### src/rtl/interrupt_sequencer_if.sv
// Signal bundle between the interrupt controller/CPU side and the interrupt sequencer.
// Handshake: cpu_intr is held high while a request is pending; the CPU accepts it with a one-cycle
// cpu_inta, or the sequencer withdraws cpu_intr if the request vanishes first. cpu_reti retires the service.
interface interrupt_sequencer_if;
  logic [5:0]  intr_Out;
  logic        int_en;
  logic        cpu_inta;
  logic        cpu_reti;
  logic        cpu_intr;
  logic        ISR_ld;
  logic        current_ISR_num_ld;
  logic        ISR_clr;
  logic [2:0]  isr_id;
  logic [15:0] vector;
  logic [1:0]  nest_lvl;
  logic        busy;
  logic [2:0]  state_dbg;

  modport master (
    output intr_Out, int_en, cpu_inta, cpu_reti,
    input  cpu_intr, ISR_ld, current_ISR_num_ld, ISR_clr, isr_id, vector, nest_lvl, busy, state_dbg
  );

  modport slave (
    input  intr_Out, int_en, cpu_inta, cpu_reti,
    output cpu_intr, ISR_ld, current_ISR_num_ld, ISR_clr, isr_id, vector, nest_lvl, busy, state_dbg
  );
endinterface

### src/rtl/interrupt_sequencer.sv
// Interrupt sequencer: arbitrates requests, runs the CPU request/ack handshake and
// keeps a two-deep service stack so a fast interrupt can preempt a normal one.
module interrupt_sequencer #(
  parameter logic [15:0] VEC_BASE  = 16'h0100,
  parameter int          VEC_SHIFT = 3
) (
  input  logic                   clk,
  input  logic                   reset,
  interrupt_sequencer_if.slave   bus
);

  typedef enum logic [2:0] {
    S_IDLE    = 3'd0,
    S_REQ     = 3'd1,
    S_LOAD    = 3'd2,
    S_SERVICE = 3'd3,
    S_CLEAR   = 3'd4
  } state_t;

  state_t      state, state_nx;
  logic [2:0]  stk0, stk1;
  logic        fast0, fast1;
  logic [1:0]  nest;
  logic [2:0]  pend_id;
  logic        top_fast;
  logic [5:0]  mask;
  logic [5:0]  req;
  logic [2:0]  win_id;
  logic        win_vld;
  logic [2:0]  id_out;

  function automatic logic [15:0] vec_of(input logic [2:0] id);
    logic [15:0] off;
    off = 16'(id) << VEC_SHIFT;
    return VEC_BASE + off;
  endfunction

  // Eligibility depends only on depth and fast flags, never on an out-of-range stack slot.
  always_comb begin
    top_fast = (nest == 2'd2) ? fast1 : fast0;
    mask     = 6'b000000;
    if (nest == 2'd0)
      mask = 6'b111111;
    else if (!top_fast && nest == 2'd1)
      mask = 6'b111000;
    req     = bus.int_en ? (bus.intr_Out & mask) : 6'b000000;
    win_id  = 3'd0;
    for (int i = 0; i < 6; i++) begin
      if (req[i]) win_id = 3'(i);
    end
    win_vld = |req;
  end

  always_ff @(posedge clk or posedge reset) begin
    if (reset) state <= S_IDLE;
    else       state <= state_nx;
  end

  always_comb begin
    state_nx               = state;
    bus.cpu_intr           = 1'b0;
    bus.ISR_ld             = 1'b0;
    bus.current_ISR_num_ld = 1'b0;
    bus.ISR_clr            = 1'b0;
    case (state)
      S_IDLE: begin
        if (win_vld) state_nx = S_REQ;
      end
      S_REQ: begin
        bus.cpu_intr = 1'b1;
        if (!win_vld)
          state_nx = (nest == 2'd0) ? S_IDLE : S_SERVICE;
        else if (bus.cpu_inta)
          state_nx = S_LOAD;
      end
      S_LOAD: begin
        bus.ISR_ld             = 1'b1;
        bus.current_ISR_num_ld = 1'b1;
        state_nx               = S_SERVICE;
      end
      S_SERVICE: begin
        if (bus.cpu_reti)  state_nx = S_CLEAR;
        else if (win_vld)  state_nx = S_REQ;
      end
      S_CLEAR: begin
        bus.ISR_clr = 1'b1;
        state_nx    = (nest == 2'd2) ? S_SERVICE : S_IDLE;
      end
      default: state_nx = S_IDLE;
    endcase
  end

  always_ff @(posedge clk or posedge reset) begin
    if (reset) begin
      stk0    <= 3'd0;
      stk1    <= 3'd0;
      fast0   <= 1'b0;
      fast1   <= 1'b0;
      nest    <= 2'd0;
      pend_id <= 3'd0;
    end else begin
      if (state == S_REQ && win_vld && bus.cpu_inta)
        pend_id <= win_id;
      if (state == S_LOAD) begin
        if (nest == 2'd0) begin
          stk0  <= pend_id;
          fast0 <= (pend_id >= 3'd3);
        end else begin
          stk1  <= pend_id;
          fast1 <= (pend_id >= 3'd3);
        end
        nest <= nest + 2'd1;
      end
      if (state == S_CLEAR)
        nest <= nest - 2'd1;
    end
  end

  // During LOAD the incoming ID is shown; otherwise the top of stack (retiring ID in CLEAR).
  always_comb begin
    if (state == S_LOAD)      id_out = pend_id;
    else if (nest == 2'd2)    id_out = stk1;
    else if (nest == 2'd1)    id_out = stk0;
    else                      id_out = 3'd0;
  end

  assign bus.isr_id    = id_out;
  assign bus.vector    = (state == S_LOAD || nest != 2'd0) ? vec_of(id_out) : 16'h0000;
  assign bus.nest_lvl  = nest;
  assign bus.busy      = (state != S_IDLE);
  assign bus.state_dbg = state;

  a_no_push_full: assert property (@(posedge clk) disable iff (reset)
    (state == S_LOAD) |-> (nest != 2'd2));
  a_strobe_excl: assert property (@(posedge clk) disable iff (reset)
    !(bus.ISR_ld && bus.ISR_clr));

endmodule

### src/flat_wrapper.sv
// flat-port wrapper written by rule: the top's interface ports become plain ports
module interrupt_sequencer_flat 
#(
  parameter logic [15:0] VEC_BASE  = 16'h0100,
  parameter int          VEC_SHIFT = 3
)
  (clk, reset, bus_intr_Out, bus_int_en, bus_cpu_inta, bus_cpu_reti, bus_cpu_intr, bus_ISR_ld, bus_current_ISR_num_ld, bus_ISR_clr, bus_isr_id, bus_vector, bus_nest_lvl, bus_busy, bus_state_dbg);
  interrupt_sequencer_if bus_i ();
  input  logic clk;
  input  logic reset;
  input wire logic [$bits(bus_i.intr_Out)-1:0] bus_intr_Out;
  input wire logic [$bits(bus_i.int_en)-1:0] bus_int_en;
  input wire logic [$bits(bus_i.cpu_inta)-1:0] bus_cpu_inta;
  input wire logic [$bits(bus_i.cpu_reti)-1:0] bus_cpu_reti;
  output wire logic [$bits(bus_i.cpu_intr)-1:0] bus_cpu_intr;
  output wire logic [$bits(bus_i.ISR_ld)-1:0] bus_ISR_ld;
  output wire logic [$bits(bus_i.current_ISR_num_ld)-1:0] bus_current_ISR_num_ld;
  output wire logic [$bits(bus_i.ISR_clr)-1:0] bus_ISR_clr;
  output wire logic [$bits(bus_i.isr_id)-1:0] bus_isr_id;
  output wire logic [$bits(bus_i.vector)-1:0] bus_vector;
  output wire logic [$bits(bus_i.nest_lvl)-1:0] bus_nest_lvl;
  output wire logic [$bits(bus_i.busy)-1:0] bus_busy;
  output wire logic [$bits(bus_i.state_dbg)-1:0] bus_state_dbg;
  assign bus_i.intr_Out = bus_intr_Out;
  assign bus_i.int_en = bus_int_en;
  assign bus_i.cpu_inta = bus_cpu_inta;
  assign bus_i.cpu_reti = bus_cpu_reti;
  assign bus_cpu_intr = bus_i.cpu_intr;
  assign bus_ISR_ld = bus_i.ISR_ld;
  assign bus_current_ISR_num_ld = bus_i.current_ISR_num_ld;
  assign bus_ISR_clr = bus_i.ISR_clr;
  assign bus_isr_id = bus_i.isr_id;
  assign bus_vector = bus_i.vector;
  assign bus_nest_lvl = bus_i.nest_lvl;
  assign bus_busy = bus_i.busy;
  assign bus_state_dbg = bus_i.state_dbg;
  interrupt_sequencer #(.VEC_BASE(VEC_BASE), .VEC_SHIFT(VEC_SHIFT)) u_core (.clk(clk), .reset(reset), .bus(bus_i));
endmodule
### config.mk
export PLATFORM = sky130hd
export DESIGN_NAME = interrupt_sequencer_flat
export DESIGN_NICKNAME = d
export VERILOG_FILES = /design/src/rtl/interrupt_sequencer_if.sv /design/src/rtl/interrupt_sequencer.sv /design/src/flat_wrapper.sv
export SDC_FILE = /design/constraint.sdc
export NUM_CORES = 1
export LEC_CHECK = 0
export CAP_MARGIN = 40
export CORE_MARGIN = 1
export CORE_UTILIZATION = 48
export CTS_CLUSTER_SIZE = 12
export DETAILED_ROUTE_END_ITERATION = 16
export MAX_ROUTING_LAYER = met4
export PLACE_DENSITY = 0.85
export SETUP_SLACK_MARGIN = 0.2
export SKIP_CTS_REPAIR_TIMING = 1
export SLEW_MARGIN = 20
export SYNTH_ARGS = -nofsm -noshare
export SYNTH_HDL_FRONTEND = slang
export SYNTH_SLANG_ARGS = --single-unit
### constraint.sdc
create_clock -name clk -period 4.15 [get_ports clk]
set_input_delay 1.245 -clock clk [delete_from_list [all_inputs] [get_ports clk]]
set_output_delay 1.245 -clock clk [all_outputs]
set_load 0.01 [all_outputs]
# After elaboration in Yosys (flattened, before gate mapping)
# Index checks and enable logic that the tools add are counted.
[totals]
rom_bits = 0
memories = 0
latch_bits = 0
inputBits = 11
ff_bits = 16
output_inout_bits = 29
wordCells = 58
ram_bits = 0
[classes]
addsub = 3
div = 0
shift = 0
mux = 25
n_bitwise = 2
n_mul = 0
n_eq_ne = 7
magnitude_cmp = 1
n_reduce_logical = 13
[op_table]
columns = ["op", "count"]
rows = [
  ["3-bit 2-to-1 mux", 9],
  ["6-bit 2-to-1 mux", 3],
  ["16-bit 2-to-1 mux", 1],
  ["3-bit one-hot mux with 5 select lines", 1],
  ["2-bit 2-to-1 mux", 6],
  ["9-bit by 6-bit adder with 10-bit output, first input constant", 1],
  ["6-bit bitwise AND", 1],
  ["3-bit by 2-bit == test with 1-bit output, second input constant", 2],
  ["6-bit OR reduction", 1],
  ["1-bit 2-to-1 mux", 5],
  ["2-bit AND reduction", 2],
  ["2-bit nonzero test", 2],
  ["3-bit by 1-bit == test with 1-bit output, second input constant", 1],
  ["3-bit == test, second input constant", 1],
  ["3-bit by 2-bit >= comparator with 1-bit output, second input constant", 1],
  ["1-bit logical AND", 3],
  ["3-bit zero test", 1],
  ["3-bit != test, second input constant", 1],
  ["3-bit nonzero test", 1],
  ["2-bit by 1-bit adder with 2-bit output, second input constant", 1],
  ["2-bit by 1-bit == test with 1-bit output, second input constant", 1],
  ["2-bit == test, second input constant", 1],
  ["2-bit zero test", 1],
  ["2-bit by 1-bit subtractor with 2-bit output, second input constant", 1],
  ["3 further kinds", 3],
]

# Logic depth before layout (Yosys ltp)
[logic_depth]
ltp_word = 13
ltp_mapped = 7
depth_no_buf = 6

# Worst setup path after synthesis
# OpenSTA, ideal clock, no wires.
[synth_path]
kind = "register -> output"
startpoint = "register u_core.state[2] (netlist: u_core.bus.state_dbg[2])"
endpoint = "output port bus_vector[5]"
arrival_ps = 1543
stages_incl_launch_ff = 6
n_path_buf = 2
setup_slack_ps = 1362
required_time_ps = 2905
cell_sequence = "dfrtp_1 > buf_6 > or3b_4 > buf_6 > a31oi_1 > and2_1"
[synth_via]
elab_chain_cells = 4
word_cells_on_any_way = 5
classes_between = "add/sub: 1; eq/ne: 1; mux: 2; reduce/logical: 1"
[synth_rtl]
columns = ["element", "line_no", "rtl"]
rows = [
  ["start, declared", "interrupt_sequencer.sv:20", "state_t state, state_nx;"],
  ["start signal, assigned", "interrupt_sequencer.sv:56", "else state <= state_nx;"],
  ["3-bit by 2-bit == test with 1-bit output", "interrupt_sequencer.sv:121", "if (state == S_LOAD) id_out = pend_id;"],
  ["3-bit 2-to-1 mux", "interrupt_sequencer.sv:121", ""],
  ["via bus_isr_id[2]", "flat_wrapper.sv:19", "output wire logic [$bits(bus_i.isr_id)-1:0] bus_isr_id;"],
  ["9-bit by 6-bit adder with 10-bit output", "interrupt_sequencer.sv:35", "return VEC_BASE + off;"],
  ["16-bit 2-to-1 mux", "interrupt_sequencer.sv:128", "assign bus.vector = (state == S_LOAD || nest != 2'd0) ? vec_of(id_out) : 16'h0000;"],
  ["end, declared", "flat_wrapper.sv:20", "output wire logic [$bits(bus_i.vector)-1:0] bus_vector;"],
]
# The timed path passes the listed nets, and every way through them passes these cells.

# Worst setup path in the final report
[layout_path]
startpoint = "register u_core.nest[0] (netlist: u_core.bus.nest_lvl[0])"
endpoint = "output port bus_vector[5]"
[layout_via]
elab_chain_cells = 6
word_cells_on_any_way = 9
classes_between = "add/sub: 1; eq/ne: 2; mux: 4; reduce/logical: 2"
[layout_rtl]
columns = ["element", "line_no", "rtl"]
rows = [
  ["start, declared", "interrupt_sequencer.sv:23", "logic [1:0] nest;"],
  ["start signal, assigned", "interrupt_sequencer.sv:112", "nest <= nest + 2'd1;"],
  ["start signal, assigned", "interrupt_sequencer.sv:115", "nest <= nest - 2'd1;"],
  ["2-bit by 1-bit == test with 1-bit output", "interrupt_sequencer.sv:123", "else if (nest == 2'd1) id_out = stk0;"],
  ["3-bit 2-to-1 mux", "interrupt_sequencer.sv:123", ""],
  ["3-bit 2-to-1 mux", "interrupt_sequencer.sv:122", "else if (nest == 2'd2) id_out = stk1;"],
  ["3-bit 2-to-1 mux", "interrupt_sequencer.sv:121", ""],
  ["9-bit by 6-bit adder with 10-bit output", "interrupt_sequencer.sv:35", ""],
  ["16-bit 2-to-1 mux (*)", "interrupt_sequencer.sv:128", ""],
]
# Mark *: on every way between the ends. The rest lies on a longest branch, timed or not.

==> impl_results.md <==
* Fraction of registers with async set/reset at 1.000
* Status: finished clean
* Final setup fails at 0
* DP Wirelength at 1663 um
* Top Ports at 40
* Commonest non-fill, non-tap cell in the layout: clkdlybuf4s50_1
* Ys flop type: dfrtp_1
* Synth Area in Adders at 0.03311
* Register area share after synthesis at 0.3532
* I/O Buffers at 27
* Share of the synthesized area in the top cell type at 0.3532
* Global-route wire length before repair at 3601 um
* Maximum vdd drop at 0.4490 mV
* Compound-Gate Fraction of Synth Area at 0.1490
* Initial DRC count at 17
* Largest net degree at the start of global routing at 17
* Worst Path Required at 2900 ps
* Die area at 2560 sq um
* Setup Crit Path Kind: reg -> out
* Gr busiest metal: met2
* Largest area contributor in the synthesized netlist: dfrtp_1
* Vias post-DR at 886
* Crit-path max FO at 10
* Pre-CTS WS at 1015 ps
* H-tree level count at 1
* Slowest Stage Delay on Critical Path at 520 ps
* TritonCTS clock tree: yes
* Cts bufs inserted at 3
* GRT Util Overall at 0.1954
* Max Clock Skew at 1.791 ps
* Max-slew violations at 0
* Xor and xnor fraction of the mapped netlist area at 0.007726
* Synth warnings at 0
* Setup TNS at 0 ps
* Number of flops mapped to enable cells by yosys at 0
* DR pass1 iterations at 4
* GR Util met3 at 0.03636
* Mux cell area share after synthesis at 0.1170
* Grt total ovfl at 0
* Element type at the critical path start: register
* Slew @ Worst Pin at 620.2 ps
* Final period utilization at 0.8323
* Layout Nets at 154
* P_leak at 0.6286 nW
* Total inserted antenna cells at 0
* Die span in x at 50.60 um
* Routed Wire Length at 2218 um
* CP top delay family: buffers and inverters
* Unique cell type count in the Yosys netlist at 38
* Cell area after synthesis at 1134 sq um
* Hold crit path type: reg -> reg
* Synthesized instance count at 114
* Clk buf depth at 2
* Power Density at 735.7 nW/um^2
* # clock sinks at 16
* Final worst setup slack at 695.8 ps
* Synth top area cells: dfrtp_1 35%, buf_4 9.3%, mux2_2 6.0%
* Routed vias/inst at 5.305
* Post-layout min period at 3454 ps
* Slew HR at 0.5861
* Critical-path cell list: inv_1, ha_1, nand2_1, and2_1, clkdlybuf4s50_1
* Initial Utilization at 0.5124
* Critical Path AT at 2210 ps
* Cell row count at 17
* Final Instance Area at 1378 sq um
* Die H at 50.60 um
* Most frequent cells in the layout: 27 x clkdlybuf4s50_1, 16 x dfrtp_1, 12 x conb_1
* CP Buf/Inv Count at 2
* Layout fillers at 194
* Largest family of logic cells by synthesized area: simple AND/OR/NAND/NOR gates
* Post-place instance area at 1341 sq um
* GR Util met1 at 0.2401
* Layout cells sized above 1 at 0.1511
* F_max at 289.5 MHz
* WHS at 507.6 ps
* Slowest library cell on the worst path: ha_1
* Syn avg cell area at 9.944 sq um
* Max Cap Viol at 0
* Post-route ant nets at 0
* GR Layer Usage met2 at 0.3133
* Core Area at 2212 sq um
* CTS clk-pin slew, worst paths at 100 ps
* Fin. Hold Viols at 0
* DRC Markers at 0
* Tot Pwr at 1.013 mW
* Flops & latches, synth at 16
* Simple-gate area share of the yosys netlist at 0.1876
* Initial antenna violation count at 0
* Unrepaired setup endpoints after global routing: no
* GP Congestion at 0.8183
* Critical Path Sink Type: primary output
* Skew-Pair Late Insertion Delay at 300 ps
* Vias in the first global route at 763
* Routed len/inst at 13.28 um
* CTS root buf: clkbuf_4
* Syn-to-layout area delta at 21.52%
## synthesized netlist by cell type, drive strengths merged (2+ instances only)
cell type	instances
and2	3
a211oi	2
inv	8
mux2	9
ha	3
a21oi	6
nand2	8
nand3b	5
mux2i	2
nor4b	2
buf	17
nor2	8
dfrtp	16
a31oi	4
o21ai	4
## routing by layer
| metal | up-vias | share of wire |
|---|---|---|
| met5 | - | 0 |
| met1 | 417 | 0.42 |
| met3 | 5 | 0.063 |
| met4 | 0 | 0.023 |
| li1 | 425 | - |
| met2 | 39 | 0.49 |
## final timing paths
kind	slack, ps	depth (start not counted)	from	to
hold reg to reg	510	2	u_core.fast0	u_core.fast0
max in group asynchronous	2440	2	reset	u_core.bus.state_dbg[0]
setup reg to reg	2030	6	u_core.bus.nest_lvl[0]	u_core.pend_id[2]
setup / recovery	700	5	u_core.bus.nest_lvl[0]	bus_vector[5]
hold / removal	510	2	u_core.fast0	u_core.fast0
min in group asynchronous	1310	2	reset	u_core.bus.nest_lvl[1]
## kinds of logic (layout without fill, tap and decap cells)
group / Yosys count / after routing
XOR/XNOR: 1 / 1
adder cells (fa/ha/maj): 3 / 3
other: 1 / 12
AO/OA/AOI/OAI: 24 / 24
buffers and inverters: 25 / 39
flip-flops: 16 / 16
AND/OR/NAND/NOR: 33 / 33
multiplexers: 11 / 11
## worst register-to-register path, cell delays in order (launching register included)
cell      delay (ps)
dfrtp_1          430
inv_1            100
ha_1             340
mux2i_1          360
o211ai_2         180
a21oi_2          250
mux2_2           360
## flip-flops by register name, summed over array words and instances, names as in the netlist
signal                cells
u_core.pend_id            3
u_core.bus.nest_lvl       2
u_core.stk0               3
u_core.fast0              1
u_core.bus.state_dbg      3
u_core.fast1              1
u_core.stk1               3
## report_power, final
group          switching (mW)  total (mW)  internal [mW]
Clock                  0.0544       0.108         0.0536
Sequential             0.0625       0.280          0.218
Combinational           0.301       0.625          0.325
## per-stage QoR
stage	std cells	utilization
6_report	167	0.6227
5_1_grt	167	0.6227
4_1_cts	167	0.6227
3_5_place_dp	163	0.6063
3_3_place_gp	163	0.6063
2_1_floorplan	125	-
## final cells by class
type                            instances  area [sq um]  area share
Multi-Input combinational cell         84         605.6      0.4396
Sequential cell                        16         400.4      0.2906
Clock buffer                            4         36.28     0.02634
Inverter                                8         30.03     0.02180
Timing Repair Buffer                   27         270.3      0.1962
Tap cell                               28         35.03     0.02543
Power figures use the tool's default switching activity.
